### config.mk
export PLATFORM = sky130hd
export DESIGN_NAME = hazard_ctrl
export DESIGN_NICKNAME = d
export VERILOG_FILES = /design/src/rtl/hazard_ctrl.sv
export SDC_FILE = /design/constraint.sdc
export NUM_CORES = 1
export LEC_CHECK = 0
export BUFFER_PORTS_ARGS = -buffer_cell sky130_fd_sc_hd__buf_2
export CAP_MARGIN = 40
export CELL_PAD_IN_SITES_DETAIL_PLACEMENT = 0
export CELL_PAD_IN_SITES_GLOBAL_PLACEMENT = 2
export CORE_ASPECT_RATIO = 2
export CORE_MARGIN = 2
export CORE_UTILIZATION = 37
export CTS_BUF_LIST = sky130_fd_sc_hd__clkbuf_8
export DETAILED_ROUTE_END_ITERATION = 8
export GPL_TIMING_DRIVEN = 0
export PLACE_DENSITY = 0.84
export SLEW_MARGIN = 40
export SYNTH_ARGS = -nofsm -noshare
export SYNTH_HDL_FRONTEND = slang
export SYNTH_SLANG_ARGS = --single-unit
### constraint.sdc
create_clock -name clk_i -period 10.2 [get_ports clk_i]
set_input_delay 2.55 -clock clk_i [delete_from_list [all_inputs] [get_ports clk_i]]
set_output_delay 2.55 -clock clk_i [all_outputs]
set_load 0.01 [all_outputs]
### src/rtl/hazard_ctrl.sv
// -----------------------------------------------------------------------------
// hazard_ctrl
//   Hazard and pipeline-control unit for the five-stage core.
//   - Forwards register operands into execute (M result preferred over W).
//   - Generates per-stage STALL / FLUSH / CONTINUE for data-memory wait,
//     taken branch, load-use, multi-cycle scoreboard hit and multi-cycle
//     capacity hazards.
//   - Tracks destinations of in-flight multi-cycle (MUL/DIV) operations in a
//     pending-register scoreboard and counts outstanding operations.
//   - Counts cycles with any stall asserted (saturating).
//
// Ports
//   clk_i, rst_ni                  clock, asynchronous active-low reset
//   rs1_d_i, rs2_d_i, mc_d_i       decode sources, decode is multi-cycle op
//   rs1_e_i, rs2_e_i, rd_e_i       execute sources / destination
//   result_src_e_i                 execute instruction is a load
//   mc_issue_e_i                   multi-cycle op leaves execute this cycle
//   pc_src_e_i                     taken branch/jump resolved in execute
//   rd_m_i, rd_w_i                 memory / writeback destinations
//   reg_write_m_i, reg_write_w_i   memory / writeback write enables
//   mem_busy_i                     data memory not ready
//   mc_done_i, mc_rd_i             multi-cycle unit retires to mc_rd_i
//   forward_a_e_o, forward_b_e_o   00 reg file, 01 W, 10 M
//   control_[fdemw]_o              per-stage pipeline control
//   stall_cnt_o                    saturating count of stall cycles
// -----------------------------------------------------------------------------
package hazard_ctrl_pkg;
  typedef enum logic [1:0] {
    CTRL_CONTINUE = 2'b00,
    CTRL_STALL    = 2'b01,
    CTRL_FLUSH    = 2'b10
  } pipeline_control;
endpackage

module hazard_ctrl
  import hazard_ctrl_pkg::*;
#(
  parameter int ADDR_WIDTH = 5,
  parameter int MC_DEPTH   = 2,
  parameter int CNT_WIDTH  = 16
) (
  input  logic                  clk_i,
  input  logic                  rst_ni,
  input  logic [ADDR_WIDTH-1:0] rs1_d_i,
  input  logic [ADDR_WIDTH-1:0] rs2_d_i,
  input  logic                  mc_d_i,
  input  logic [ADDR_WIDTH-1:0] rs1_e_i,
  input  logic [ADDR_WIDTH-1:0] rs2_e_i,
  input  logic [ADDR_WIDTH-1:0] rd_e_i,
  input  logic                  result_src_e_i,
  input  logic                  mc_issue_e_i,
  input  logic                  pc_src_e_i,
  input  logic [ADDR_WIDTH-1:0] rd_m_i,
  input  logic [ADDR_WIDTH-1:0] rd_w_i,
  input  logic                  reg_write_m_i,
  input  logic                  reg_write_w_i,
  input  logic                  mem_busy_i,
  input  logic                  mc_done_i,
  input  logic [ADDR_WIDTH-1:0] mc_rd_i,
  output logic [1:0]            forward_a_e_o,
  output logic [1:0]            forward_b_e_o,
  output pipeline_control       control_f_o,
  output pipeline_control       control_d_o,
  output pipeline_control       control_e_o,
  output pipeline_control       control_m_o,
  output pipeline_control       control_w_o,
  output logic [CNT_WIDTH-1:0]  stall_cnt_o
);

  localparam int              NREG   = 2 ** ADDR_WIDTH;
  localparam logic [2:0]      MC_MAX = 3'(MC_DEPTH);
  localparam logic [ADDR_WIDTH-1:0] ZERO_REG = {ADDR_WIDTH{1'b0}};

  logic [NREG-1:0]      r_pending;
  logic [2:0]           r_outstanding;
  logic [CNT_WIDTH-1:0] r_stall_cnt;

  logic [NREG-1:0] w_pending_nxt;
  logic [3:0]      w_inflight_sum;
  logic            w_load_use;
  logic            w_sb_hit;
  logic            w_mc_full;
  logic            w_d_stall;
  logic            w_done_acc;
  logic            w_issue_acc;
  logic            w_stall_any;

  // Operand forwarding: newest producer (M) wins over the older one (W).
  always_comb begin
    forward_a_e_o = 2'b00;
    forward_b_e_o = 2'b00;
    if (rs1_e_i != ZERO_REG && reg_write_m_i && rs1_e_i == rd_m_i) begin
      forward_a_e_o = 2'b10;
    end else if (rs1_e_i != ZERO_REG && reg_write_w_i && rs1_e_i == rd_w_i) begin
      forward_a_e_o = 2'b01;
    end else begin
      forward_a_e_o = 2'b00;
    end
    if (rs2_e_i != ZERO_REG && reg_write_m_i && rs2_e_i == rd_m_i) begin
      forward_b_e_o = 2'b10;
    end else if (rs2_e_i != ZERO_REG && reg_write_w_i && rs2_e_i == rd_w_i) begin
      forward_b_e_o = 2'b01;
    end else begin
      forward_b_e_o = 2'b00;
    end
  end

  // Decode hazard terms. The capacity check counts an op leaving E this
  // cycle as already in flight so decode cannot overshoot MC_DEPTH.
  always_comb begin
    w_load_use     = result_src_e_i && (rd_e_i != ZERO_REG) &&
                     ((rs1_d_i == rd_e_i) || (rs2_d_i == rd_e_i));
    w_sb_hit       = r_pending[rs1_d_i] | r_pending[rs2_d_i];
    w_inflight_sum = {1'b0, r_outstanding} + {3'b000, mc_issue_e_i};
    w_mc_full      = mc_d_i && (w_inflight_sum >= {1'b0, MC_MAX});
    w_d_stall      = w_load_use | w_sb_hit | w_mc_full;
    w_stall_any    = mem_busy_i | (w_d_stall & ~pc_src_e_i);
  end

  // Stage control, highest-priority hazard first.
  always_comb begin
    control_f_o = CTRL_CONTINUE;
    control_d_o = CTRL_CONTINUE;
    control_e_o = CTRL_CONTINUE;
    control_m_o = CTRL_CONTINUE;
    control_w_o = CTRL_CONTINUE;
    if (mem_busy_i) begin
      control_f_o = CTRL_STALL;
      control_d_o = CTRL_STALL;
      control_e_o = CTRL_STALL;
      control_m_o = CTRL_STALL;
      control_w_o = CTRL_FLUSH;
    end else if (pc_src_e_i) begin
      // Decode holds a wrong-path instruction, so its hazards are moot.
      control_d_o = CTRL_FLUSH;
      control_e_o = CTRL_FLUSH;
    end else if (w_d_stall) begin
      control_f_o = CTRL_STALL;
      control_d_o = CTRL_STALL;
      control_e_o = CTRL_FLUSH;
    end else begin
      control_f_o = CTRL_CONTINUE;
    end
  end

  // Scoreboard acceptance: a retire with nothing in flight is stale; an issue
  // is refused while memory stalls E or when it would exceed MC_DEPTH.
  always_comb begin
    w_done_acc    = mc_done_i && (r_outstanding != 3'd0);
    w_issue_acc   = mc_issue_e_i && !mem_busy_i &&
                    ((r_outstanding < MC_MAX) || w_done_acc);
    w_pending_nxt = r_pending;
    if (w_done_acc) begin
      w_pending_nxt[mc_rd_i] = 1'b0;
    end else begin
      w_pending_nxt = r_pending;
    end
    // Applied after the clear so a same-register set wins.
    if (w_issue_acc && rd_e_i != ZERO_REG) begin
      w_pending_nxt[rd_e_i] = 1'b1;
    end else begin
      w_pending_nxt[0] = 1'b0;
    end
    w_pending_nxt[0] = 1'b0;
  end

  // Scoreboard state: pending bits and outstanding-operation count.
  always_ff @(posedge clk_i or negedge rst_ni) begin
    if (!rst_ni) begin
      r_pending     <= {NREG{1'b0}};
      r_outstanding <= 3'd0;
    end else begin
      r_pending <= w_pending_nxt;
      case ({w_issue_acc, w_done_acc})
        2'b10:   r_outstanding <= r_outstanding + 3'd1;
        2'b01:   r_outstanding <= r_outstanding - 3'd1;
        default: r_outstanding <= r_outstanding;
      endcase
    end
  end

  // Saturating stall-cycle counter.
  always_ff @(posedge clk_i or negedge rst_ni) begin
    if (!rst_ni) begin
      r_stall_cnt <= {CNT_WIDTH{1'b0}};
    end else if (w_stall_any && (r_stall_cnt != {CNT_WIDTH{1'b1}})) begin
      r_stall_cnt <= r_stall_cnt + {{(CNT_WIDTH-1){1'b0}}, 1'b1};
    end else begin
      r_stall_cnt <= r_stall_cnt;
    end
  end

  assign stall_cnt_o = r_stall_cnt;

endmodule
==> key figures <==
Drt
  • Drt pass-1 iters: 4
  • Number of routed nets with antenna violations: 0
  • Vias per cell: 5.683
  • DRC: 0
  • Final WL: 10690 um
  • Via Count: 3086
  • DR WL/cell: 19.68 um
  • Initial drt markers: 120

STA
  • Slew HR: 0.5064
  • Hold WS: 0.4950 ns
  • PnR worst setup slack: 2.971 ns
  • RSZ-0062 raised after global routing: no
  • Final Max Tran Viols: 0
  • Final Cycle Share: 0.7087
  • # setup viols final: 0
  • Final TNS setup: 0 ns
  • Worst-Margin Slew: 0.7347 ns
  • Layout Skew: 0.01273 ns
  • Achievable Freq: 0.1383 GHz
  • Count of final hold-check violations: 0
  • Period minus WS final: 7.229 ns

Power
  • Internal: 430.4 uW
  • Tot Pwr: 680.5 uW
  • Worst ir drop on vdd: 56.57 uV
  • Static Leak: 1.720 nW
  • Clk network pwr share: 0.222
  • Comb power frac: 0.342
  • Sequential power share: 0.436
  • PD cells: 167.1 nW/um^2
  • Sw frac: 0.3675
  • Psw: 250.0 uW

Floorplan
  • Die X: 72.46 um
  • Row cnt: 50
  • Core area: 9259 sq um
  • Die area: 10210 sq um
  • I/O pin total: 80
  • Die Y: 140.9 um
  • Initial core utilization: 0.3746

Clocking
  • CTS tree: yes
  • Clock Sink Count: 50
  • Post-CTS Setup Bufs: 0
  • Worst-Skew Late Latency: 0.33 ns
  • Hold-fix buffer count after cts: 0
  • H-tree Lvls: 2
  • Max Buffers Root-to-Sink: 2
  • Clock Tree Root: clkbuf_8
  • CTS Buf Count: 5
  • PostCTS Resize Cnt: 0
  • Clock transition at path regs: 0.10 ns

Placed design
  • Placed cell count: 535
  • Port bufs: 68
  • Detailed Place HPWL: 8603 um
  • GPL Wtd Cong: 0.8152
  • Pre-CTS WS: 2.938 ns
  • Placed instance area: 3954 sq um

Logic synthesis
  • Post-synthesis sequential area ratio: 0.3608
  • Yosys warning count: 0
  • Async S/R FF share, synth: 1.000
  • Mapped Area: 3468 sq um
  • Mean Syn Cell Area: 9.608 sq um
  • Post-synth EDFFs: 0
  • Dominant synthesized flop cell: dfrtp_1
  • Yosys cell types: 57
  • Synth Register Bits: 50
  • Synth Instances: 361

Layout
  • Ant. Diodes: 0
  • Most common cell after layout, fill and taps aside: buf_2
  • Nets: 492
  • Share of cells above drive strength 1: 0.2620
  • Final Cell Area: 4071 sq um
  • Most frequent cells in the layout: 71 x buf_2, 63 x o21ai_0, 50 x dfrtp_1
  • Final Util: 0.4397
  • Final non-filler cell total: 543
  • Area grow syn2layout: 17.39%

Worst hold path
  • Min-delay src: stall_cnt_o[4]$_DFFE_PN0P_
  • Worst min path class: reg2reg

GRT
  • Vias in the first global route: 3116
  • Largest net degree at the start of global routing: 51
  • GRT Total Usage: 0.2134
  • First-pass GRT wire length: 16360 um
  • Global route total overflow: 0
  • Initial antenna violation count: 0

Worst setup path
  • CP Data Arrival Time: 4.68 ns
  • Crit path kind: in2out
  • FF-to-FF Start: r_pending[7]$_DFF_PN0_
  • Setup crit start kind: input pin
  • Reg2reg setup slack: 7.73 ns
  • Reg-to-reg endpoint: stall_cnt_o[1]$_DFFE_PN0P_
  • CP required: 7.65 ns
  • Endpoint type of the worst setup path: primary output
  • R2R cell count: 7
  • CP endpoint: control_f_o[0]
  • Crit-path max FO: 10
  • Worst Setup SP: rs1_d_i[0]

Run
  • Max_cap viols: 0

Outcome
  • Status: finished clean
## synth_stat cells (5+ instances only)
library cell   n  area share
nand2b_1       6       0.011
nand2_1       18       0.019
buf_4          7       0.015
clkbuf_1       8      0.0087
xor2_1        20       0.051
nor2b_1        7       0.013
nand4_1        6       0.011
inv_1          9      0.0097
nand3_1       11       0.016
nand3b_1       7       0.015
o2111ai_1      5       0.013
mux4_2        10       0.065
mux2_2         6       0.019
nor4_1         7       0.013
a211oi_1       5       0.011
nor2_1        21       0.023
xnor2_1       26       0.066
dfrtp_1       50        0.36
o21ai_0       63       0.091
mux2i_1        7       0.020
## routing by layer
metal	vias to the layer above	wire [um]	GRT usage
li1	1469	-	-
met3	16	461	0.02716
met4	0	297	0.08480
met1	1496	3683	0.2105
met2	105	6242	0.4254
met5	-	0	0
## cell type report
cell class | count | area, sq um
Tap cell | 104 | 130.1
Clock buffer | 5 | 68.82
Sequential cell | 50 | 1251
Buffer | 21 | 125.1
Fill cell | 933 | 5187
Clock inverter | 3 | 48.80
Inverter | 9 | 33.78
Multi-Input combinational cell | 283 | 2071
Timing Repair Buffer | 68 | 342.8
## worst min path at each step
| stage | endpoint | slack (ns) | cells after the start |
|---|---|---|---|
| after global placement | stall_cnt_o[6]$_DFFE_PN0P_ | 0.48 | 1 |
| after global routing | stall_cnt_o[6]$_DFFE_PN0P_ | 0.51 | 1 |
| final | stall_cnt_o[4]$_DFFE_PN0P_ | 0.50 | 1 |
| after floorplan | r_pending[3]$_DFF_PN0_ | 0.48 | 2 |
| after CTS | stall_cnt_o[4]$_DFFE_PN0P_ | 0.50 | 1 |
| after detailed placement | stall_cnt_o[4]$_DFFE_PN0P_ | 0.48 | 1 |
## flip-flops by register name, summed over array words and instances (netlist names)
register       flops
r_outstanding      3
r_pending         31
stall_cnt_o       16
## power by group through the flow
stage          registers, mW  logic (mW)  clock network, mW
2_1_floorplan          0.294       0.149                  0
3_3_place_gp           0.298       0.229                  0
3_5_place_dp           0.301       0.235                  0
4_1_cts                0.297       0.236              0.155
5_1_grt                0.304       0.260              0.161
6_report               0.297       0.233              0.151
## critical path: stages
cell,delay (ns)
buf_2,0.14
buf_2,0.29
mux4_2,0.34
mux2_2,0.28
and3_4,0.19
nor4_4,0.23
a31o_2,0.30
nand2_1,0.09
buf_4,0.14
buf_2,0.13
## cell families (layout without fill, tap and decap cells)
logic type	Yosys count	in the layout	synth area share
xor+xnor	46	46	0.1162
flops	50	50	0.3608
fa+ha+maj	4	4	0.01660
mux	24	24	0.1079
compound gates	96	96	0.1735
simple gates	110	110	0.1782
other cells	1	3	0.001081
buf+inv	30	106	0.04581
Note: power is estimated with default switching activity, not from simulation.
